**config.mk**
```make
export PLATFORM = sky130hd
export DESIGN_NAME = tlb_emul_arb
export DESIGN_NICKNAME = d
export VERILOG_FILES = /design/src/rtl/tlb_emul_arb_pkg.sv /design/src/rtl/tlb_emul_arb_rr_pick.sv /design/src/rtl/tlb_emul_arb.sv
export SDC_FILE = /design/constraint.sdc
export NUM_CORES = 1
export LEC_CHECK = 0
export CAP_MARGIN = 5
export CORE_ASPECT_RATIO = 1.1
export CORE_UTILIZATION = 32
export DETAILED_ROUTE_END_ITERATION = 8
export HOLD_SLACK_MARGIN = 0.12
export PLACE_DENSITY = 0.68
export SLEW_MARGIN = 40
export SYNTH_ARGS = -nofsm -noshare
export SYNTH_HDL_FRONTEND = slang
export SYNTH_SLANG_ARGS = --single-unit
```
**constraint.sdc**
```tcl
create_clock -name clk_i -period 4.45 [get_ports clk_i]
set_input_delay 0.445 -clock clk_i [delete_from_list [all_inputs] [get_ports clk_i]]
set_output_delay 0.445 -clock clk_i [all_outputs]
set_load 0.02 [all_outputs]
```
**src/rtl/tlb_emul_arb_pkg.sv**
```systemverilog
// Shared types and constants for the tlb_emul_arb translation-port arbiter.
package tlb_emul_arb_pkg;

    typedef enum logic [1:0] {
        IDLE = 2'd0,
        BUSY = 2'd1,
        RESP = 2'd2
    } arb_state_e;

    localparam int DefaultTimeoutCycles = 256;

endpackage

```
**src/rtl/tlb_emul_arb_rr_pick.sv**
```systemverilog
// rr_pick: combinational round-robin picker. Returns the first set request bit
// at or after ptr_i, wrapping modulo NumPorts.
module rr_pick #(
    parameter int NumPorts = 2,
    parameter int PtrW     = $clog2(NumPorts)
) (
    input  logic [NumPorts-1:0] req_i,
    input  logic [PtrW-1:0]     ptr_i,
    output logic                gnt_valid_o,
    output logic [PtrW-1:0]     gnt_idx_o
);

    logic [PtrW:0]   w_sum [NumPorts];
    logic [PtrW-1:0] w_idx [NumPorts];

    // w_idx[gi] is the port that sits gi positions after the pointer.
    genvar gi;
    generate
        for (gi = 0; gi < NumPorts; gi++) begin : g_rot
            assign w_sum[gi] = {1'b0, ptr_i} + (PtrW+1)'(gi);
            assign w_idx[gi] = (w_sum[gi] >= (PtrW+1)'(NumPorts))
                             ? PtrW'(w_sum[gi] - (PtrW+1)'(NumPorts))
                             : w_sum[gi][PtrW-1:0];
        end
    endgenerate

    // Scan from the farthest offset down so the nearest requester wins.
    always_comb begin
        gnt_valid_o = 1'b0;
        gnt_idx_o   = '0;
        for (int i = NumPorts - 1; i >= 0; i--) begin
            if (req_i[w_idx[i]]) begin
                gnt_valid_o = 1'b1;
                gnt_idx_o   = w_idx[i];
            end
        end
    end

endmodule

```
**src/rtl/tlb_emul_arb.sv**
```systemverilog
// Round-robin arbiter sharing one translation port between NumPorts requesters.
// Optional BUSY watchdog enabled by defining TLB_EMUL_ARB_TIMEOUT_EN.
module tlb_emul_arb
    import tlb_emul_arb_pkg::*;
#(
    parameter int NumPorts   = 2,
    parameter int VAddrWidth = 64,
    parameter int PAddrWidth = 64
`ifdef TLB_EMUL_ARB_TIMEOUT_EN
    , parameter int TimeoutCycles = DefaultTimeoutCycles
`endif
) (
    input  logic                                 clk_i,
    input  logic                                 rst_i,
    input  logic                                 flush_i,
    input  logic [NumPorts-1:0]                  req_i,
    input  logic [NumPorts-1:0][VAddrWidth-1:0]  req_vaddr_i,
    output logic [NumPorts-1:0]                  rsp_valid_o,
    output logic [PAddrWidth-1:0]                rsp_paddr_o,
    output logic                                 rsp_ex_o,
    output logic                                 tlb_req_o,
    output logic [VAddrWidth-1:0]                tlb_vaddr_o,
    input  logic                                 tlb_valid_i,
    input  logic [PAddrWidth-1:0]                tlb_paddr_i,
    input  logic                                 tlb_ex_i
`ifdef TLB_EMUL_ARB_TIMEOUT_EN
    , output logic                               timeout_o
`endif
);

    localparam int PtrW = $clog2(NumPorts);

    arb_state_e              r_state;
    arb_state_e              w_state_next;
    logic [PtrW-1:0]         r_ptr;
    logic [PtrW-1:0]         r_gnt;
    logic [VAddrWidth-1:0]   r_vaddr;
    logic [PAddrWidth-1:0]   r_paddr;
    logic                    r_ex;
    logic                    r_tlb_req;

    logic                    w_pick_valid;
    logic [PtrW-1:0]         w_pick_idx;
    logic                    w_wrap_valid;
    logic [PtrW-1:0]         w_wrap_idx;
    logic [PtrW-1:0]         w_ptr_next;
    logic [NumPorts-1:0]     w_gnt_onehot;
    logic                    w_grant;
    logic                    w_to_fire;

    assign w_gnt_onehot = {{(NumPorts-1){1'b0}}, 1'b1} << r_gnt;
    assign w_grant      = (r_state == IDLE) && w_pick_valid && !flush_i;

    rr_pick #(.NumPorts(NumPorts)) u_pick (
        .req_i       (req_i),
        .ptr_i       (r_ptr),
        .gnt_valid_o (w_pick_valid),
        .gnt_idx_o   (w_pick_idx)
    );

    // Masking out the owner and searching from it yields (gnt+1) mod NumPorts.
    rr_pick #(.NumPorts(NumPorts)) u_wrap (
        .req_i       (~w_gnt_onehot),
        .ptr_i       (r_gnt),
        .gnt_valid_o (w_wrap_valid),
        .gnt_idx_o   (w_wrap_idx)
    );

    assign w_ptr_next = w_wrap_valid ? w_wrap_idx : '0;

`ifdef TLB_EMUL_ARB_TIMEOUT_EN
    localparam int CntW = $clog2(TimeoutCycles + 1);
    logic [CntW-1:0] r_cnt;
    logic            r_timeout;

    // Fires on the BUSY cycle in which the count would reach TimeoutCycles.
    assign w_to_fire = (r_state == BUSY) && !flush_i && !tlb_valid_i &&
                       (r_cnt == CntW'(TimeoutCycles - 1));

    always_ff @(posedge clk_i or posedge rst_i) begin
        if (rst_i) begin
            r_cnt     <= '0;
            r_timeout <= 1'b0;
        end else begin
            r_timeout <= w_to_fire;
            if (r_state != BUSY)
                r_cnt <= '0;
            else if (!tlb_valid_i)
                r_cnt <= r_cnt + CntW'(1);
        end
    end
`else
    assign w_to_fire = 1'b0;
`endif

    always_ff @(posedge clk_i or posedge rst_i) begin
        if (rst_i)
            r_state <= IDLE;
        else
            r_state <= w_state_next;
    end

    always_comb begin
        w_state_next = r_state;
        case (r_state)
            IDLE: if (w_grant) w_state_next = BUSY;
            BUSY: begin
                if (flush_i)
                    w_state_next = IDLE;
                else if (tlb_valid_i || w_to_fire)
                    w_state_next = RESP;
            end
            RESP:    w_state_next = IDLE;
            default: w_state_next = IDLE;
        endcase
    end

    always_ff @(posedge clk_i or posedge rst_i) begin
        if (rst_i) begin
            r_ptr     <= '0;
            r_gnt     <= '0;
            r_vaddr   <= '0;
            r_paddr   <= '0;
            r_ex      <= 1'b0;
            r_tlb_req <= 1'b0;
        end else begin
            r_tlb_req <= (w_state_next == BUSY);
            if (w_grant) begin
                r_gnt   <= w_pick_idx;
                r_vaddr <= req_vaddr_i[w_pick_idx];
            end
            if ((r_state == BUSY && flush_i) || r_state == RESP)
                r_ptr <= w_ptr_next;
            if (r_state == BUSY && !flush_i && tlb_valid_i) begin
                r_paddr <= tlb_paddr_i;
                r_ex    <= tlb_ex_i;
            end else if (w_to_fire) begin
                r_paddr <= '0;
                r_ex    <= 1'b1;
            end
        end
    end

    always_comb begin
        rsp_valid_o = '0;
        rsp_paddr_o = '0;
        rsp_ex_o    = 1'b0;
`ifdef TLB_EMUL_ARB_TIMEOUT_EN
        timeout_o   = 1'b0;
`endif
        if (r_state == RESP) begin
            rsp_valid_o = w_gnt_onehot;
            rsp_paddr_o = r_paddr;
            rsp_ex_o    = r_ex;
`ifdef TLB_EMUL_ARB_TIMEOUT_EN
            timeout_o   = r_timeout;
`endif
        end
    end

    assign tlb_req_o   = r_tlb_req;
    assign tlb_vaddr_o = r_vaddr;

endmodule

```
# ---- Word-level counts from Yosys, hierarchy flattened
# Index checks and enable logic that the tools add are counted.
dict set report word_totals {
  register_bits 134
  in_bits 199
  output_inout_bits 132
  elab_cells 65
}
dict set report classes {
  add_sub_neg 6
  magnitude_cmp 9
  n_eq_ne 3
  shifts 1
  mux 30
  bitwise 1
  n_reduce_logical 8
}
# cell n
set op_table {}
lappend op_table {{2-to-1 mux 64 bit} 3}
lappend op_table {{2-to-1 mux 1 bit} 22}
lappend op_table {{< comparator 1 x 2 -> 1 bit, second input constant} 5}
lappend op_table {{2-to-1 mux 2 bit} 4}
lappend op_table {{logical AND 1 bit} 5}
lappend op_table {{adder 1 x 1 -> 2 bit, second input constant} 2}
lappend op_table {{== test 2 x 1 -> 1 bit, second input constant} 2}
lappend op_table {{greater-or-equal comparator 1 x 2 -> 1 bit, second input constant} 2}
lappend op_table {{greater-or-equal comparator 2 bit, second input constant} 2}
lappend op_table {{one-hot mux 2 bit (2 select lines)} 1}
lappend op_table {{subtractor 1 bit, second input constant} 4}
lappend op_table {{== test 2 bit, second input constant} 1}
lappend op_table {{zero test 2 bit} 1}
lappend op_table {{inverter 2 bit} 1}
lappend op_table {{left shift 1 x 1 -> 2 bit, first input constant} 1}
lappend op_table {{zero test 1 bit} 1}
lappend op_table {{logical OR 1 bit} 1}

# ---- Longest topological paths before layout
# Gate-level depths: netlist of the first run.
dict set report logic_depth {
  depth_word 12
  depth_mapped 5
  depth_no_buf 3
}

# ---- Hierarchy
# Synthesis of the first run repeated with hierarchy kept, for this count alone.
dict set report unflattened {
  hier_cells 515
  area_unflattened_um2 6039.5
}
# module instances cells_each area_per_inst_um2 seq_area_each_um2
set modules_own_cells {}
lappend modules_own_cells {tlb_emul_arb 1 509 6004.5 3353.2}
lappend modules_own_cells {rr_pick 2 3 17.5 0.0}

# ---- Worst setup path before layout of the first run
# No wires, ideal clock.
dict set report synth_path {
  kind {flip-flop to output port}
  startpoint {register r_state[0]}
  endpoint {output port rsp_paddr_o[28]}
  arrival_ns 1.326
  setup_slack_ns 2.679
  path_stages_with_launch 5
  path_buffers 2
  cell_sequence {dfrtp_1 -> and2b_1 -> clkbuf_1 -> clkbuf_1 -> and2_1}
}
dict set report synth_between {
  elab_chain_cells 2
}
# item line_no
set synth_rtl {}
lappend synth_rtl {{from (decl)} tlb_emul_arb.sv:33} ;# arb_state_e r_state;
lappend synth_rtl {{from (signal assigned)} tlb_emul_arb.sv:100} ;# r_state <= w_state_next;
lappend synth_rtl {{== test 2 bit} tlb_emul_arb.sv:151} ;# if (r_state == RESP) begin
lappend synth_rtl {{2-to-1 mux 64 bit} tlb_emul_arb.sv:151}
lappend synth_rtl {{to (decl)} tlb_emul_arb.sv:19} ;# output logic [PAddrWidth-1:0] rsp_paddr_o,
# Every way passes these cells.

# ---- Final worst setup path of the first run
dict set report layout_path {
  startpoint {register r_state[0]}
  endpoint {output port rsp_paddr_o[40]}
}
# Same word-level chain as after synthesis.

==> results of run 1 <==
## per-stage QoR
stage | setup slack (ns) | util, % | hold slack, ns | cell area [sq um] | cells
6_report | 1.44 | 54.2 | 0.477 | 10300 | 1159
2_1_floorplan | 0.422 | - | 0.449 | 6200 | 575
4_1_cts | 1.39 | 54.2 | 0.484 | 10300 | 1159
3_3_place_gp | 1.76 | 50.8 | 0.460 | 9680 | 1127
3_5_place_dp | 1.75 | 50.9 | 0.469 | 9680 | 1127
5_1_grt | 1.22 | 54.2 | 0.501 | 10300 | 1159
## placed cells by master (no fill, tap or decap)
cell type                         netlist  final
sky130_fd_sc_hd__clkinv_4               0      2
sky130_fd_sc_hd__o21ai_4                0      1
sky130_fd_sc_hd__mux2_2                55     55
sky130_fd_sc_hd__mux2i_1                1      1
sky130_fd_sc_hd__nor2b_1                1      1
sky130_fd_sc_hd__nand2_1                2      2
sky130_fd_sc_hd__a21o_1                 1      1
sky130_fd_sc_hd__bufinv_16              0      4
sky130_fd_sc_hd__inv_1                194    193
sky130_fd_sc_hd__a21oi_1                2      2
sky130_fd_sc_hd__nand2b_1               1      1
sky130_fd_sc_hd__clkbuf_16              0     17
sky130_fd_sc_hd__clkbuf_1              12      1
sky130_fd_sc_hd__clkbuf_8               0      1
sky130_fd_sc_hd__and3_2                 0      3
sky130_fd_sc_hd__and2b_1                1      1
sky130_fd_sc_hd__and2_1                66     66
sky130_fd_sc_hd__dfrtp_1              134    134
sky130_fd_sc_hd__a222oi_1              64     64
sky130_fd_sc_hd__nor2_1                 1      1
sky130_fd_sc_hd__o21ai_0                2      2
sky130_fd_sc_hd__buf_4                  0     10
sky130_fd_sc_hd__clkdlybuf4s50_1        0    330
sky130_fd_sc_hd__inv_8                  0      1
sky130_fd_sc_hd__mux2_1                10     10
sky130_fd_sc_hd__nor3_2                 1      1
sky130_fd_sc_hd__clkinvlp_4             0      3
sky130_fd_sc_hd__inv_6                  0      4
## worst max-delay path by stage
| stage | start | to | slack [ns] | depth (start not counted) |
|---|---|---|---|---|
| floorplan | rst_i | r_ex | 0.42 | 1 |
| global placement | flush_i | tlb_vaddr_o[17] | 1.76 | 5 |
| detailed placement | flush_i | tlb_vaddr_o[18] | 1.75 | 5 |
| CTS | r_state[0] | rsp_paddr_o[25] | 1.39 | 4 |
| global route | r_state[0] | rsp_paddr_o[35] | 1.22 | 4 |
| finish | r_state[0] | rsp_paddr_o[40] | 1.44 | 4 |
## critical path, cell delays in order, from the launching register on
cell,delay [ns]
sky130_fd_sc_hd__dfrtp_1,0.43
sky130_fd_sc_hd__and2b_1,0.45
sky130_fd_sc_hd__buf_4,0.44
sky130_fd_sc_hd__and2_1,0.19
sky130_fd_sc_hd__clkdlybuf4s50_1,0.62
## registers in the layout, indices dropped and copies added (netlist names)
| name | cells |
|---|---|
| tlb_vaddr_o | 64 |
| r_paddr | 64 |
| r_ex | 1 |
| tlb_req_o | 1 |
| r_ptr | 1 |
| r_state | 2 |
| r_gnt | 1 |
## routing by layer
layer | up-vias | part of all wire (%)
met5 | - | 0.048
met4 | 2 | 1.7
met3 | 25 | 11
met2 | 263 | 46
met1 | 2512 | 41
li1 | 2503 | -
## final cells by class
type	count	area, sq um	area share [%]
flip-flops and latches	134	3350	32.5
inverters	194	736	7.13
clock inverters	13	195	1.89
repair buffers	340	3380	32.7
clock buffers	19	443	4.29
multi-input cells	212	1900	18.4
well taps	247	309	3.00
## power by group through the flow
stage / Clock (uW) / Combinational (uW) / Sequential [uW]
2_1_floorplan: 0 / 525 / 2000
4_1_cts: 1570 / 1460 / 1820
5_1_grt: 1620 / 1550 / 1870
6_report: 1530 / 1440 / 1820
3_5_place_dp: 0 / 1450 / 1840
3_3_place_gp: 0 / 1430 / 1840
## cells by family after synthesis
| family | after synthesis |
|---|---|
| buf+inv | 229 |
| flops | 134 |
| simple gates | 76 |
| compound gates | 70 |
| mux | 66 |
==> results.cfg, run 1 <==
[clocking]
clk_pin_slew_ns = 0.06
clock_tree.htree_level_count = 4
max-clock-path-buffers = 2
cts_tree = yes
post-cts-setup-buffers = 0
cts-buffers-inserted = 17
postCtsHoldBufs = 0
cts_resized = 0
cts_num_sinks = 134
clock_tree.root_cell = sky130_fd_sc_hd__clkbuf_16
worstSkewPairLatency_ns = 0.41

[yosys]
post_synth_xor_area_fraction_pct = 0
yosys_register_bits = 134
synthesized_area_fraction_occupied_by_ao_oa_aoi_and_oai_cells_pct = 10.8
syn_avg_cell_area_sq_um = 10.8
post-synth-top-area-fraction_pct = 54.0
asyncSetResetFlopFracSynth_pct = 100
most_frequent_cells_after_synthesis = 194 x sky130_fd_sc_hd__inv_1, 134 x sky130_fd_sc_hd__dfrtp_1, 66 x sky130_fd_sc_hd__and2_1
yosys.cell_count.top_type = sky130_fd_sc_hd__inv_1
synth_cells = 575
yosys_warnings = 0
post_synth_fa_ha_maj_area_fraction_pct = 0
synth.yosys.seq_area_share_pct = 54.0
multiplexer_fraction_of_the_synthesized_cell_area_pct = 12.0
synth_top_family_by_area = buffers and inverters
syn_nets = 774
yosysTopAreaCell = sky130_fd_sc_hd__dfrtp_1
post_synthesis_simple_gate_area_fraction_pct = 7.62
synth-main-ff-cell = sky130_fd_sc_hd__dfrtp_1
synthesis.area_sq_um = 6200
synth_area_leaders = sky130_fd_sc_hd__dfrtp_1 54%, sky130_fd_sc_hd__inv_1 12%, sky130_fd_sc_hd__a222oi_1 10%
synth-edff-count = 0
synth_cell_type_count = 21

[die]
start_util_pct = 32.6
die_span_x_um = 135
ioPinCount = 331
placeableCoreArea_sq_um = 19000
placement_rows = 53
die_height_um = 148
design.die.area_sq_um = 20000

[place]
post-dp-hpwl_mm = 13.3
io_buffer_count = 330
gp_congestion = 0.822

[timing]
fin_setup_tns_ns = 0
rsz0062_at_grt = false
post-route-min-period_ns = 3.01
fmax_mhz = 332
fin_skew_ns = 0.00850
timing_worst_slew_pin_value_ns = 0.742
setup_viol = 0
layout_worst_path_cycle_share_pct = 67.6
drv_slew = 0
rel_slew_slack_pct = 50.3
timing.final.hold_violations = 0

[worst_setup_path]
r2r_start = r_state[1]
critPathCaptureType = primary output
critPathRequiredTime_ns = 4.01
rr_worst_depth = 4
reg2reg_setup_slack_ns = 2.22
path_class = reg -> out
critical_path.startpoint_type = flop
timing.rr.end = tlb_vaddr_o[18]
crit_fanout = 53
worstPathArrival_ns = 2.56

[cells_and_area]
drive_gt1_share_pct = 11.2
n_antenna_cell = 0
area_growth_pct = 66.3
fillCellCount = 1684
layout.nets = 1098

[power]
power_density_nw_per_um2 = 464
share_seq_of_total_power_pct = 38.0
internal_power_uw = 3360
vdd_drop_max_mv = 0.236
combPwrFrac_pct = 30.1
clkPwrFrac_pct = 31.9
swShare_pct = 29.9
power.leakage_uw = 0.00497
net-switching-power_uw = 1430
design_power_total_uw = 4780

[global_routing]
grt_pass1_vias = 5491
pin_count_of_the_biggest_net_entering_global_routing = 102
grt_util_met2_pct = 30.1
met1_usage_pct = 24.0
antenna_found_initial = 1
grt_remaining_overflow = 0
grt.met3_usage_pct = 7.54
global_route.peak_usage_layer = met2
grt_pass1_wl_mm = 29.5
grtUsageTotal_pct = 19.2

[min_path]
worstHoldEndpoint = r_paddr[49]
startpoint_of_the_worst_hold_path = r_paddr[49]
hold_path.class = reg -> reg
worst_hold_path.num_cells = 1

[detailed_routing]
first_pass_iters = 6
vias = 5305
detailedRoute.firstIterationViolations = 311
drc_errors = 0
final_antenna_net_count = 0
post_drt_via_cell_ratio = 4.58
postRouteWirelength_mm = 18.9
route.detailed.wl_per_inst_um = 16.3

[flow_run]
cap_violations = 0

[outcome]
run_status = complete, no violations
No activity file was read; power rests on OpenSTA's default activity.
==> inputs of run 2 (changes only) <==
PLACE_DENSITY = 0.7   (was 0.68)
clock period = 2.5 ns   (was 4.45 ns; I/O delays follow)
==> run 2 against run 1 <==
Effect of this change: first-iteration DRC count up 13%; sequential power up 78%; cell count is 0.17% lower; wire length fell by 1.3%; total power up 72%; setup slack got worse by 1.3 ns; core utilization up 0.12 points; largest power group unchanged; highest routed layer is now met4.
==> results.cfg, run 2 (synthesis gave the netlist of run 1 again) <==
[clocking]
clock_tree.root_cell = sky130_fd_sc_hd__clkbuf_16
max-clock-path-buffers = 2
cts-buffers-inserted = 17
clk_pin_slew_ns = 0.06
clock_tree.htree_level_count = 4
post-cts-setup-buffers = 0
cts_tree = yes
worstSkewPairLatency_ns = 0.40
cts_num_sinks = 134

[detailed_routing]
vias = 5423
detailedRoute.firstIterationViolations = 351
drc_errors = 0
post_drt_via_cell_ratio = 4.69
route.detailed.wl_per_inst_um = 16.1
final_antenna_net_count = 0
first_pass_iters = 8
postRouteWirelength_mm = 18.6

[place]
post-dp-hpwl_mm = 13.2
gp_congestion = 0.803
io_buffer_count = 330
placedInstanceArea_sq_um = 9760

[worst_setup_path]
crit_fanout = 67
rr_worst_depth = 4
critPathCaptureType = primary output
critPathRequiredTime_ns = 2.25
critical_path.startpoint_type = flop
cell_at_the_slowest_stage_of_the_critical_path = sky130_fd_sc_hd__clkdlybuf4s50_1
critical_path.max_stage_delay_ns = 0.63
worstPathArrival_ns = 2.14
path_class = reg -> out
crit_path_cell_trace = and2b_1 > buf_12 > and2_1 > clkdlybuf4s50_1

[global_routing]
grtUsageTotal_pct = 18.8
antenna_found_initial = 1
grt_pass1_vias = 5531
pin_count_of_the_biggest_net_entering_global_routing = 73
grt_pass1_wl_mm = 29.1
grt_remaining_overflow = 0

[cells_and_area]
area_growth_pct = 66.6
drive_gt1_share_pct = 10.8
most-common-layout-cells = 323 x sky130_fd_sc_hd__clkdlybuf4s50_1, 193 x sky130_fd_sc_hd__inv_1, 134 x sky130_fd_sc_hd__dfrtp_1
final_area_sq_um = 10300
final_core_util_pct = 54.3
layout_commonest_cell = sky130_fd_sc_hd__clkdlybuf4s50_1
layout.nets = 1097

[die]
ioPinCount = 331
placeableCoreArea_sq_um = 19000
placement_rows = 53
start_util_pct = 32.6
die_height_um = 148
die_span_x_um = 135
design.die.area_sq_um = 20000

[timing]
layout_worst_path_cycle_share_pct = 95.6
timing.hold.ws_ns = 0.312
post-route-min-period_ns = 2.39
drv_slew = 0
rsz0062_at_grt = false
fin_setup_tns_ns = 0
timing_worst_slew_pin_value_ns = 0.434
rel_slew_slack_pct = 70.9
setup_viol = 0
timing.final.hold_violations = 0
fmax_mhz = 419
fin_skew_ns = 0.00800

[flow_run]
cap_violations = 0

[min_path]
hold_path.class = in -> async

[power]
power_density_nw_per_um2 = 795
vdd_drop_max_mv = 0.434
power.leakage_uw = 0.00509

[outcome]
run_status = complete, no violations
==> run 2: worst max-delay path: cells and delay by family (launching register included) <==
family	cells	cell delay (ns)
buffers and inverters	2	0.85
flip-flops	1	0.42
AND/OR/NAND/NOR	2	0.42
==> run 2: layer usage <==
layer | GRT usage [%] | wire length, um | vias to the layer above
met1 | 22.3 | 7390 | 2614
met2 | 30.2 | 8620 | 287
met3 | 8.74 | 2330 | 16
met4 | 5.84 | 276 | 0
li1 | - | - | 2506
met5 | 0 | 0 | -
==> run 2: per-stage QoR <==
step	setup WS, ns	std cells	total power (uW)
2_1_floorplan	0.585	575	4500
3_3_place_gp	0.537	1126	5810
3_5_place_dp	0.489	1126	5870
4_1_cts	0.0684	1156	8340
5_1_grt	0.000863	1156	8680
6_report	0.111	1157	8220
==> run 2: cell type report <==
class	count	area [sq um]
antenna	1	2.50
clock buffer	21	460
clock inverter	9	104
fill	1685	8690
inverter	194	732
multi-input combinational	212	1900
sequential	134	3350
tap	247	309
timing repair buffer	339	3480
==> run 2: power by group <==
group | internal (uW) | total [uW] | switching, uW
clock | 1500 | 2410 | 907
combinational | 1420 | 2570 | 1150
sequential | 2860 | 3240 | 374
total | 5780 | 8220 | 2430
==> run 2: timing repair <==
action	4_1_cts	5_1_grt
resized for setup	0	7
endpoints found under the hold margin	0	0
endpoints found under the setup margin	0	7
hold buffers	0	0
==> run 2: worst paths after layout <==
| path | from | to | slack (ns) |
|---|---|---|---|
| worst max-delay path | r_state[0] | rsp_paddr_o[59] | 0.11 |
| worst min-delay path | rst_i | tlb_vaddr_o[2] | 0.31 |
| worst max register to register | r_state[1] | tlb_vaddr_o[18] | 0.80 |
| worst min register to register | r_paddr[27] | r_paddr[27] | 0.48 |
| max in group asynchronous | rst_i | tlb_vaddr_o[46] | 1.80 |
| min in group clk_i | req_vaddr_i[66] | tlb_vaddr_o[2] | 0.40 |
